$ cat config.mk
export PLATFORM = sky130hd
export DESIGN_NAME = branch_resolution_unit_flat
export DESIGN_NICKNAME = d
export VERILOG_FILES = /design/src/rtl/branch_resolution_unit_if.sv /design/src/rtl/branch_resolution_unit.sv /design/src/flat_wrapper.sv
export SDC_FILE = /design/constraint.sdc
export NUM_CORES = 1
export LEC_CHECK = 0
export ABC_AREA = 1
export CAP_MARGIN = 20
export CORE_ASPECT_RATIO = 1.1
export CORE_MARGIN = 2
export CORE_UTILIZATION = 34
export CTS_BUF_LIST = sky130_fd_sc_hd__clkbuf_8
export DETAILED_ROUTE_END_ITERATION = 8
export GPL_TIMING_DRIVEN = 0
export HOLD_SLACK_MARGIN = 0.1
export PLACE_DENSITY = 0.56
export SLEW_MARGIN = 30
export SYNTH_ARGS = -nofsm -noshare
export SYNTH_HDL_FRONTEND = slang
export SYNTH_SLANG_ARGS = --single-unit
$ cat constraint.sdc
create_clock -name clk -period 11.15 [get_ports clk]
set_clock_uncertainty 0.05 [all_clocks]
set_input_delay 2.23 -clock clk [delete_from_list [all_inputs] [get_ports clk]]
set_output_delay 2.23 -clock clk [all_outputs]
set_load 0.02 [all_outputs]
$ cat src/rtl/branch_resolution_unit_if.sv
// Execute-stage branch resolution bus: decode-side prediction in, redirect/predictor-update/counters out.
interface branch_resolution_unit_if #(
    parameter int DATA_WIDTH = 32,
    parameter int CNT_WIDTH  = 32
);
    logic                  stall_e;
    logic                  d_valid;
    logic [DATA_WIDTH-1:0] d_pc;
    logic [DATA_WIDTH-1:0] d_instr;
    logic                  d_pred_taken;
    logic [DATA_WIDTH-1:0] d_pred_target;
    logic                  e_branch_cond;
    logic [DATA_WIDTH-1:0] e_rs1;
    logic                  mispredict;
    logic [DATA_WIDTH-1:0] redirect_pc;
    logic                  upd_valid;
    logic [DATA_WIDTH-1:0] upd_pc;
    logic                  upd_taken;
    logic [DATA_WIDTH-1:0] upd_target;
    logic                  upd_uncond;
    logic                  upd_invalidate;
    logic [CNT_WIDTH-1:0]  branch_count;
    logic [CNT_WIDTH-1:0]  mispredict_count;

    modport master (
        output stall_e, d_valid, d_pc, d_instr, d_pred_taken, d_pred_target,
               e_branch_cond, e_rs1,
        input  mispredict, redirect_pc, upd_valid, upd_pc, upd_taken, upd_target,
               upd_uncond, upd_invalidate, branch_count, mispredict_count
    );

    modport slave (
        input  stall_e, d_valid, d_pc, d_instr, d_pred_taken, d_pred_target,
               e_branch_cond, e_rs1,
        output mispredict, redirect_pc, upd_valid, upd_pc, upd_taken, upd_target,
               upd_uncond, upd_invalidate, branch_count, mispredict_count
    );
endinterface

$ cat src/rtl/branch_resolution_unit.sv
// Resolves branches/jumps in execute against the fetch prediction, redirects on
// mispredict and feeds a registered update packet back to the predictor.
module branch_resolution_unit #(
    parameter int DATA_WIDTH = 32,
    parameter int CNT_WIDTH  = 32
) (
    input logic                      clk,
    input logic                      rst,
    branch_resolution_unit_if.slave  bus
);
    localparam logic [6:0] OP_BR   = 7'b1100011;
    localparam logic [6:0] OP_JAL  = 7'b1101111;
    localparam logic [6:0] OP_JALR = 7'b1100111;

    typedef struct packed {
        logic [DATA_WIDTH-1:0] pc;
        logic                  taken;
        logic [DATA_WIDTH-1:0] target;
        logic                  uncond;
        logic                  invalidate;
    } upd_t;

    logic                  e_valid;
    logic [DATA_WIDTH-1:0] e_pc;
    logic [DATA_WIDTH-1:0] e_instr;
    logic                  e_pred_taken;
    logic [DATA_WIDTH-1:0] e_pred_target;

    logic                  is_br, is_jal, is_jalr, is_ctrl;
    logic [DATA_WIDTH-1:0] b_imm, j_imm, i_imm;
    logic [DATA_WIDTH-1:0] jalr_sum;
    logic [DATA_WIDTH-1:0] actual_target;
    logic [DATA_WIDTH-1:0] fallthrough;
    logic                  actual_taken;
    logic                  resolve;
    logic                  mispredict;

    upd_t                  upd_q;
    logic                  upd_valid_q;
    logic [CNT_WIDTH-1:0]  branch_cnt_q;
    logic [CNT_WIDTH-1:0]  mispredict_cnt_q;

    assign is_br   = (e_instr[6:0] == OP_BR);
    assign is_jal  = (e_instr[6:0] == OP_JAL);
    assign is_jalr = (e_instr[6:0] == OP_JALR);
    assign is_ctrl = is_br | is_jal | is_jalr;

    assign b_imm = {{(DATA_WIDTH-12){e_instr[31]}}, e_instr[7], e_instr[30:25], e_instr[11:8], 1'b0};
    assign j_imm = {{(DATA_WIDTH-20){e_instr[31]}}, e_instr[19:12], e_instr[20], e_instr[30:21], 1'b0};
    assign i_imm = {{(DATA_WIDTH-12){e_instr[31]}}, e_instr[31:20]};

    assign jalr_sum    = bus.e_rs1 + i_imm;
    assign fallthrough = e_pc + DATA_WIDTH'(4);

    always_comb begin
        actual_target = e_pc + b_imm;
        actual_taken  = 1'b0;
        if (is_br) begin
            actual_taken = bus.e_branch_cond;
        end else if (is_jal) begin
            actual_target = e_pc + j_imm;
            actual_taken  = 1'b1;
        end else if (is_jalr) begin
            actual_target = {jalr_sum[DATA_WIDTH-1:1], 1'b0};
            actual_taken  = 1'b1;
        end
    end

    assign resolve    = e_valid & ~bus.stall_e;
    // A taken/taken pair can still mispredict when the predicted target was stale.
    assign mispredict = resolve & ((actual_taken != e_pred_taken) |
                                   (actual_taken & e_pred_taken & (actual_target != e_pred_target)));

    assign bus.mispredict  = mispredict;
    assign bus.redirect_pc = !mispredict ? '0 : (actual_taken ? actual_target : fallthrough);

    // Execute register; a mispredict means the decode slot holds a wrong-path instruction.
    always_ff @(posedge clk) begin
        if (rst) begin
            e_valid       <= 1'b0;
            e_pc          <= '0;
            e_instr       <= '0;
            e_pred_taken  <= 1'b0;
            e_pred_target <= '0;
        end else if (!bus.stall_e) begin
            if (mispredict) begin
                e_valid <= 1'b0;
            end else begin
                e_valid       <= bus.d_valid;
                e_pc          <= bus.d_pc;
                e_instr       <= bus.d_instr;
                e_pred_taken  <= bus.d_pred_taken;
                e_pred_target <= bus.d_pred_target;
            end
        end
    end

    always_ff @(posedge clk) begin
        if (rst) begin
            upd_valid_q <= 1'b0;
            upd_q       <= '0;
        end else if (resolve && is_ctrl) begin
            upd_valid_q      <= 1'b1;
            upd_q.pc         <= e_pc;
            upd_q.taken      <= actual_taken;
            upd_q.target     <= actual_target;
            upd_q.uncond     <= is_jal | is_jalr;
            upd_q.invalidate <= 1'b0;
        end else if (resolve && e_pred_taken) begin
            upd_valid_q      <= 1'b1;
            upd_q.pc         <= e_pc;
            upd_q.taken      <= 1'b0;
            upd_q.target     <= fallthrough;
            upd_q.uncond     <= 1'b0;
            upd_q.invalidate <= 1'b1;
        end else begin
            upd_valid_q <= 1'b0;
        end
    end

    always_ff @(posedge clk) begin
        if (rst) begin
            branch_cnt_q     <= '0;
            mispredict_cnt_q <= '0;
        end else begin
            if (resolve && is_ctrl) branch_cnt_q <= branch_cnt_q + CNT_WIDTH'(1);
            if (mispredict)         mispredict_cnt_q <= mispredict_cnt_q + CNT_WIDTH'(1);
        end
    end

    assign bus.upd_valid        = upd_valid_q;
    assign bus.upd_pc           = upd_q.pc;
    assign bus.upd_taken        = upd_q.taken;
    assign bus.upd_target       = upd_q.target;
    assign bus.upd_uncond       = upd_q.uncond;
    assign bus.upd_invalidate   = upd_q.invalidate;
    assign bus.branch_count     = branch_cnt_q;
    assign bus.mispredict_count = mispredict_cnt_q;
endmodule

$ cat src/flat_wrapper.sv
// flat-port wrapper written by rule: the top's interface ports become plain ports
module branch_resolution_unit_flat 
#(
    parameter int DATA_WIDTH = 32,
    parameter int CNT_WIDTH  = 32
)
  (clk, rst, bus_stall_e, bus_d_valid, bus_d_pc, bus_d_instr, bus_d_pred_taken, bus_d_pred_target, bus_e_branch_cond, bus_e_rs1, bus_mispredict, bus_redirect_pc, bus_upd_valid, bus_upd_pc, bus_upd_taken, bus_upd_target, bus_upd_uncond, bus_upd_invalidate, bus_branch_count, bus_mispredict_count);
  branch_resolution_unit_if #(.DATA_WIDTH(DATA_WIDTH), .CNT_WIDTH(CNT_WIDTH)) bus_i ();
  input logic clk;
  input logic rst;
  input wire logic [$bits(bus_i.stall_e)-1:0] bus_stall_e;
  input wire logic [$bits(bus_i.d_valid)-1:0] bus_d_valid;
  input wire logic [$bits(bus_i.d_pc)-1:0] bus_d_pc;
  input wire logic [$bits(bus_i.d_instr)-1:0] bus_d_instr;
  input wire logic [$bits(bus_i.d_pred_taken)-1:0] bus_d_pred_taken;
  input wire logic [$bits(bus_i.d_pred_target)-1:0] bus_d_pred_target;
  input wire logic [$bits(bus_i.e_branch_cond)-1:0] bus_e_branch_cond;
  input wire logic [$bits(bus_i.e_rs1)-1:0] bus_e_rs1;
  output wire logic [$bits(bus_i.mispredict)-1:0] bus_mispredict;
  output wire logic [$bits(bus_i.redirect_pc)-1:0] bus_redirect_pc;
  output wire logic [$bits(bus_i.upd_valid)-1:0] bus_upd_valid;
  output wire logic [$bits(bus_i.upd_pc)-1:0] bus_upd_pc;
  output wire logic [$bits(bus_i.upd_taken)-1:0] bus_upd_taken;
  output wire logic [$bits(bus_i.upd_target)-1:0] bus_upd_target;
  output wire logic [$bits(bus_i.upd_uncond)-1:0] bus_upd_uncond;
  output wire logic [$bits(bus_i.upd_invalidate)-1:0] bus_upd_invalidate;
  output wire logic [$bits(bus_i.branch_count)-1:0] bus_branch_count;
  output wire logic [$bits(bus_i.mispredict_count)-1:0] bus_mispredict_count;
  assign bus_i.stall_e = bus_stall_e;
  assign bus_i.d_valid = bus_d_valid;
  assign bus_i.d_pc = bus_d_pc;
  assign bus_i.d_instr = bus_d_instr;
  assign bus_i.d_pred_taken = bus_d_pred_taken;
  assign bus_i.d_pred_target = bus_d_pred_target;
  assign bus_i.e_branch_cond = bus_e_branch_cond;
  assign bus_i.e_rs1 = bus_e_rs1;
  assign bus_mispredict = bus_i.mispredict;
  assign bus_redirect_pc = bus_i.redirect_pc;
  assign bus_upd_valid = bus_i.upd_valid;
  assign bus_upd_pc = bus_i.upd_pc;
  assign bus_upd_taken = bus_i.upd_taken;
  assign bus_upd_target = bus_i.upd_target;
  assign bus_upd_uncond = bus_i.upd_uncond;
  assign bus_upd_invalidate = bus_i.upd_invalidate;
  assign bus_branch_count = bus_i.branch_count;
  assign bus_mispredict_count = bus_i.mispredict_count;
  branch_resolution_unit #(.DATA_WIDTH(DATA_WIDTH), .CNT_WIDTH(CNT_WIDTH)) u_core (.clk(clk), .rst(rst), .bus(bus_i));
endmodule
# Word level (Yosys, flattened, before mapping)
# Cells that the tools add are included.
[classes]
eq_ne = 5
muxes = 13
n_addsub = 6
n_bitwise = 10
reduce_logical = 5
[op_table]
columns = ["op", "count"]
rows = [
  ["$mux 32", 5],
  ["$mux 67", 2],
  ["$add 32x32->32", 3],
  ["$add 32x1->32 const B", 2],
  ["$add 32x3->32 const B", 1],
  ["$ne 32x32->1", 1],
  ["$eq 7x7->1 const B", 3],
  ["$mux 1", 6],
  ["$and 1x1->1", 4],
  ["$or 1x1->1", 4],
  ["$logic_and 1x1->1", 2],
  ["$not 1->1", 2],
  ["$reduce_and 2->1", 1],
  ["$reduce_bool 2->1", 1],
  ["$reduce_or 2->1", 1],
  ["$ne 1x1->1", 1],
]
[totals]
output_inout_bits = 165
inputBits = 134
wordCells = 52
ff_bits = 230

# Logic depth before layout (Yosys ltp)
# Gate-level depths: netlist (run 1).
[logic_depth]
word_depth = 10
mapped_depth = 31
depth_no_buf = 29

# Worst setup path before layout (run 1)
# No wires, ideal clock.
[synth_path]
kind = "input to output"
startpoint = "input bus_e_rs1[1]"
endpoint = "output bus_redirect_pc[12]"
t_arrival_ps = 4870
cell_stages = 23
path_slack_ps = 4000
required_time_ps = 8870
path_buffers = 2
path_cell_list = "inv_1 > fa_1 > inv_1 > nand3_1 > nand3_1 > nand3_1 > nand3_1 > nand3_1 > nand3_1 > nand3_1 > nand2_1 > nand2_1 > nand2_1 > nand2_1 > nand4_1 > nor2_1 > nand2_1 > nand2_2 > nand2_4 > nand2_4 > buf_6 > buf_2 > a211oi_1"
[synth_via]
elab_chain_cells = 9
elab_cells_between_ends = 10
classes_between = "add/sub (1); eq/ne (1); mux (5); bitwise (3)"
[synth_lines]
columns = ["item", "line", "text"]
rows = [
  ["from (decl)", "flat_wrapper.sv:18", "input wire logic [$bits(bus_i.e_rs1)-1:0] bus_e_rs1;"],
  ["$add 32x32->32 (*)", "branch_resolution_unit.sv:52", "assign jalr_sum = bus.e_rs1 + i_imm;"],
  ["$mux 32 (*)", "branch_resolution_unit.sv:63", "end else if (is_jalr) begin"],
  ["$mux 32 (*)", "branch_resolution_unit.sv:60", "end else if (is_jal) begin"],
  ["$mux 32 (*)", "branch_resolution_unit.sv:58", "if (is_br) begin"],
  ["$ne 32x32->1", "branch_resolution_unit.sv:72", "(actual_taken & e_pred_taken & (actual_target != e_pred_target)));"],
  ["$and 1x1->1", "branch_resolution_unit.sv:72", ""],
  ["$or 1x1->1", "branch_resolution_unit.sv:71", "assign mispredict = resolve & ((actual_taken != e_pred_taken) |"],
  ["$and 1x1->1", "branch_resolution_unit.sv:71", ""],
  ["$mux 32 (*)", "branch_resolution_unit.sv:75", "assign bus.redirect_pc = !mispredict ? '0 : (actual_taken ? actual_target : fallthrough);"],
  ["to (decl)", "flat_wrapper.sv:20", "output wire logic [$bits(bus_i.redirect_pc)-1:0] bus_redirect_pc;"],
]
# Every way passes the cells marked *; elsewhere a longest branch is shown, timed or not.

# Worst setup path in the final report (run 1)
[layout_path]
startpoint = "input bus_e_rs1[1]"
endpoint = "output bus_redirect_pc[9]"
# The elaborated chain is that of the path after synthesis.

==> results.cfg, run 1 <==
[sta]
post-route-min-period_ns = 9.471
max_slew_margin = 0.3182
slew_violations = 0
worstMarginPinSlew_ns = 1.013
rsz0062_at_grt = false
finalSetupViolCount = 0
fin_crit_sh = 0.8494
finalHoldViolations = 0
tns_ns = 0
fmax_ghz = 0.1056

[placed_design]
portBuffers = 297
gp_congestion = 0.9366
dp.cells = 4197
place_hpwl_microns = 67700

[logic_synthesis]
synthTopCellsByArea = dfxtp_1 25%, nand2_1 19%, nand3_1 10%
synth_common_cells = 927 x nand2_1, 473 x inv_1, 373 x nand3_1
synth_flop_cell = dfxtp_1
syn_inst = 3171
synth_area_sq_um = 18430
synth-edff-count = 0
yosysMostFrequentCell = nand2_1
synth_top_area_cell = dfxtp_1
yosys_warnings = 0
synthArstFlopShare = 0
syn_area_per_cell_sq_um = 5.811
ys_seq_area_frac = 0.2499
ys_seq_elements = 230
synth_top_area_share = 0.2499
synth_nets = 3385
ys_types = 45

[clocking]
clk_latency_ns = 0.63
post_cts.repair.setup_buffers = 0
cts_tree = yes
cts.sinks = 230
cts_root_buf = clkbuf_8
clock_path_buffers = 3
cts_buffers = 44
clk_pin_slew_ns = 0.05
cts_resized = 0
cts_hold_buf = 0
cts_htree_levels = 2

[worst_setup_path]
path_max_fanout = 10
crit_type = in -> out
required_ns = 8.87
end_kind = primary output
arrival_ns = 7.19
startpoint_type = primary input

[routing]
dr.first_iter.drc_count = 1569
routed_wl_microns = 81880
vias_per_cell = 4.989
avgRoutedWirePerCell_microns = 19.15
antenna_left = 0
vias = 21330
drc_errors = 0
dr.pass1.iters = 6

[floorplanning]
pin_count = 299
core_area_sq_um = 53560
fp.dieW_microns = 226.0
die-area_sq_um = 56070
die_y_microns = 248.2
rows = 89
start_util = 0.3440

[grt]
grt_overflow_total = 0
grt_pass1_wl_microns = 121200
grt_pass1_vias = 20170
antenna_found_initial = 2
grt_usage = 0.2873
grt_max_degree = 25

[pwr]
power_w = 0.002383
p_comb_frac = 0.240
powerDensity_nw_per_um2 = 102.4
net-switching-power_w = 0.0008236
p_int_w = 0.001559
power_frac_clock = 0.382
power_leakage_nw = 10.97
pwr-share-seq = 0.377
swShare = 0.3457
vdd_drop_max_uv = 75.36

[cells_and_area]
fin_cells = 4275
nFillCells = 5977
drive_gt1_frac = 0.04201
final_util = 0.4345
antenna_cells = 0
area_growth_pct = 26.31
nets = 3729

[outcome]
status = completed

[worst_hold_path]
hp-class = reg -> reg

[job]
cap_viol_max_count = 0
worst paths after layout:
kind	start	end	slack [ns]	depth (start not counted)
worst max register to register	u_core.e_pc[2]$_SDFFE_PP0P_	u_core.e_pred_target[26]$_SDFFE_PP0P_	6.56	27
worst min register to register	u_core.e_valid$_SDFFE_PP0N_	u_core.e_valid$_SDFFE_PP0N_	0.40	2
worst max-delay path	bus_e_rs1[1]	bus_redirect_pc[9]	1.68	25
worst min-delay path	u_core.e_valid$_SDFFE_PP0N_	u_core.e_valid$_SDFFE_PP0N_	0.40	2
state kept, by name, indices dropped and copies added, names as in the netlist:
name	count
u_core.bus.mispredict_count	32
u_core.e_pred_target	32
u_core.bus.branch_count	32
u_core.bus.upd_target	32
u_core.e_pred_taken	1
u_core.bus.upd_invalidate	1
u_core.bus.upd_taken	1
u_core.bus.upd_valid	1
u_core.bus.upd_uncond	1
u_core.e_valid	1
u_core.bus.upd_pc	32
u_core.e_instr	32
u_core.e_pc	32
cell usage in the layout (no fill, tap or decap), types with 15 or more instances in the layout:
| cell | synthesis | layout |
|---|---|---|
| a211oi_1 | 20 | 20 |
| a21oi_1 | 244 | 244 |
| a31oi_1 | 18 | 18 |
| buf_1 | 16 | 16 |
| buf_2 | 15 | 15 |
| buf_6 | 15 | 15 |
| clkbuf_1 | 62 | 62 |
| clkbuf_8 | 0 | 52 |
| clkdlybuf4s50_1 | 0 | 297 |
| dfxtp_1 | 230 | 229 |
| ha_1 | 77 | 77 |
| inv_1 | 473 | 479 |
| nand2_1 | 927 | 927 |
| nand3_1 | 373 | 373 |
| nand4_1 | 49 | 49 |
| nor2_1 | 355 | 355 |
| nor3_1 | 35 | 35 |
| o21ai_0 | 60 | 60 |
| xnor2_1 | 24 | 24 |
| xor2_1 | 53 | 53 |
cell type report:
cell class	instances	area, sq um	area share
multi-input combinational	2345	11430	0.4913
sequential	230	4606	0.1979
timing repair buffer	298	3000	0.1289
inverter	483	1813	0.07790
tap	728	910.9	0.03914
clock buffer	52	715.7	0.03075
buffer	113	574.3	0.02468
clock inverter	26	219.0	0.009409
kinds of logic after synthesis:
logic type               Yosys count  synth area share
flip-flops                       230            0.2499
adder cells (fa/ha/maj)           80           0.05555
AND/OR/NAND/NOR                 1808            0.4163
AO/OA/AOI/OAI                    380            0.1120
XOR/XNOR                          77           0.03660
buffers and inverters            596            0.1296
worst max-delay path, stage by stage:
cell	delay, ns
clkdlybuf4s50_1	0.51
inv_1	0.08
fa_1	0.47
inv_1	0.12
nand3_1	0.08
nand3_1	0.16
nand3_1	0.13
nand3_1	0.18
nand3_1	0.14
nand3_1	0.11
nand3_1	0.17
nand2_1	0.13
nand2_1	0.12
nand2_1	0.16
nand2_1	0.07
nand4_1	0.15
nor2_1	0.07
nand2_1	0.08
nand2_2	0.06
nand2_4	0.12
nand2_4	0.13
buf_6	0.20
buf_2	0.23
a211oi_1	0.53
clkdlybuf4s50_1	0.73
through the flow:
step	worst slack (ns)	hold WS (ns)	area, sq um
after global routing	1.475	0.4381	23270
after detailed placement	1.771	0.3988	22340
after CTS	1.765	0.4061	23270
after floorplan	4.000	0.3864	18430
final	1.679	0.4049	23270
after global placement	1.781	0.3960	22310
per-layer routing:
layer | global-route usage | up-vias | routed length [microns] | part of all wire
met4 | 0.1212 | 0 | 3747 | 0.046
li1 | - | 10820 | - | -
met5 | 0 | - | 0 | 0
met1 | 0.3775 | 9666 | 36120 | 0.44
met3 | 0.03385 | 151 | 4711 | 0.058
met2 | 0.4760 | 696 | 37300 | 0.46
power groups by stage:
stage	Combinational [W]	Sequential, W	Clock [W]
6_report	0.000573	0.000899	0.000911
4_1_cts	0.000569	0.000898	0.000921
2_1_floorplan	0.000371	0.000894	0
3_3_place_gp	0.000562	0.000917	0
3_5_place_dp	0.000566	0.000915	0
5_1_grt	0.000641	0.000900	0.000956
Note: power is estimated with default switching activity, not from simulation.
==> run 2, diff against run 1 <==
==> constraint.sdc (replaced) <==
create_clock -name clk -period 9.7 [get_ports clk]
set_clock_uncertainty 0.05 [all_clocks]
set_input_delay 1.94 -clock clk [delete_from_list [all_inputs] [get_ports clk]]
set_output_delay 1.94 -clock clk [all_outputs]
set_load 0.02 [all_outputs]
==> results of run 2 <==
The final DEF is identical to that of run 1. Status: completed.
Among the figures that moved: setup slack after placement 1.771 ns -> 0.9013 ns; setup slack after layout 1.679 ns -> 0.8091 ns; register-to-register setup slack 6.56 ns -> 5.11 ns; total power 0.002383 W -> 0.002739 W; worst IR drop on VDD 75.36 uV -> 86.63 uV
==> run 3, diff against run 2 <==
--- a/config.mk
+++ b/config.mk
@@ -19,3 +19,4 @@
 export SYNTH_ARGS = -nofsm -noshare
 export SYNTH_HDL_FRONTEND = slang
 export SYNTH_SLANG_ARGS = --single-unit
+export TNS_END_PERCENT = 1
==> results of run 3 <==
The final DEF is identical to that of run 1. Status: completed.
Among the figures that moved: setup slack after placement 1.771 ns -> 0.9013 ns; setup slack after layout 1.679 ns -> 0.8091 ns; register-to-register setup slack 6.56 ns -> 5.11 ns; total power 0.002383 W -> 0.002739 W; worst IR drop on VDD 75.36 uV -> 86.63 uV
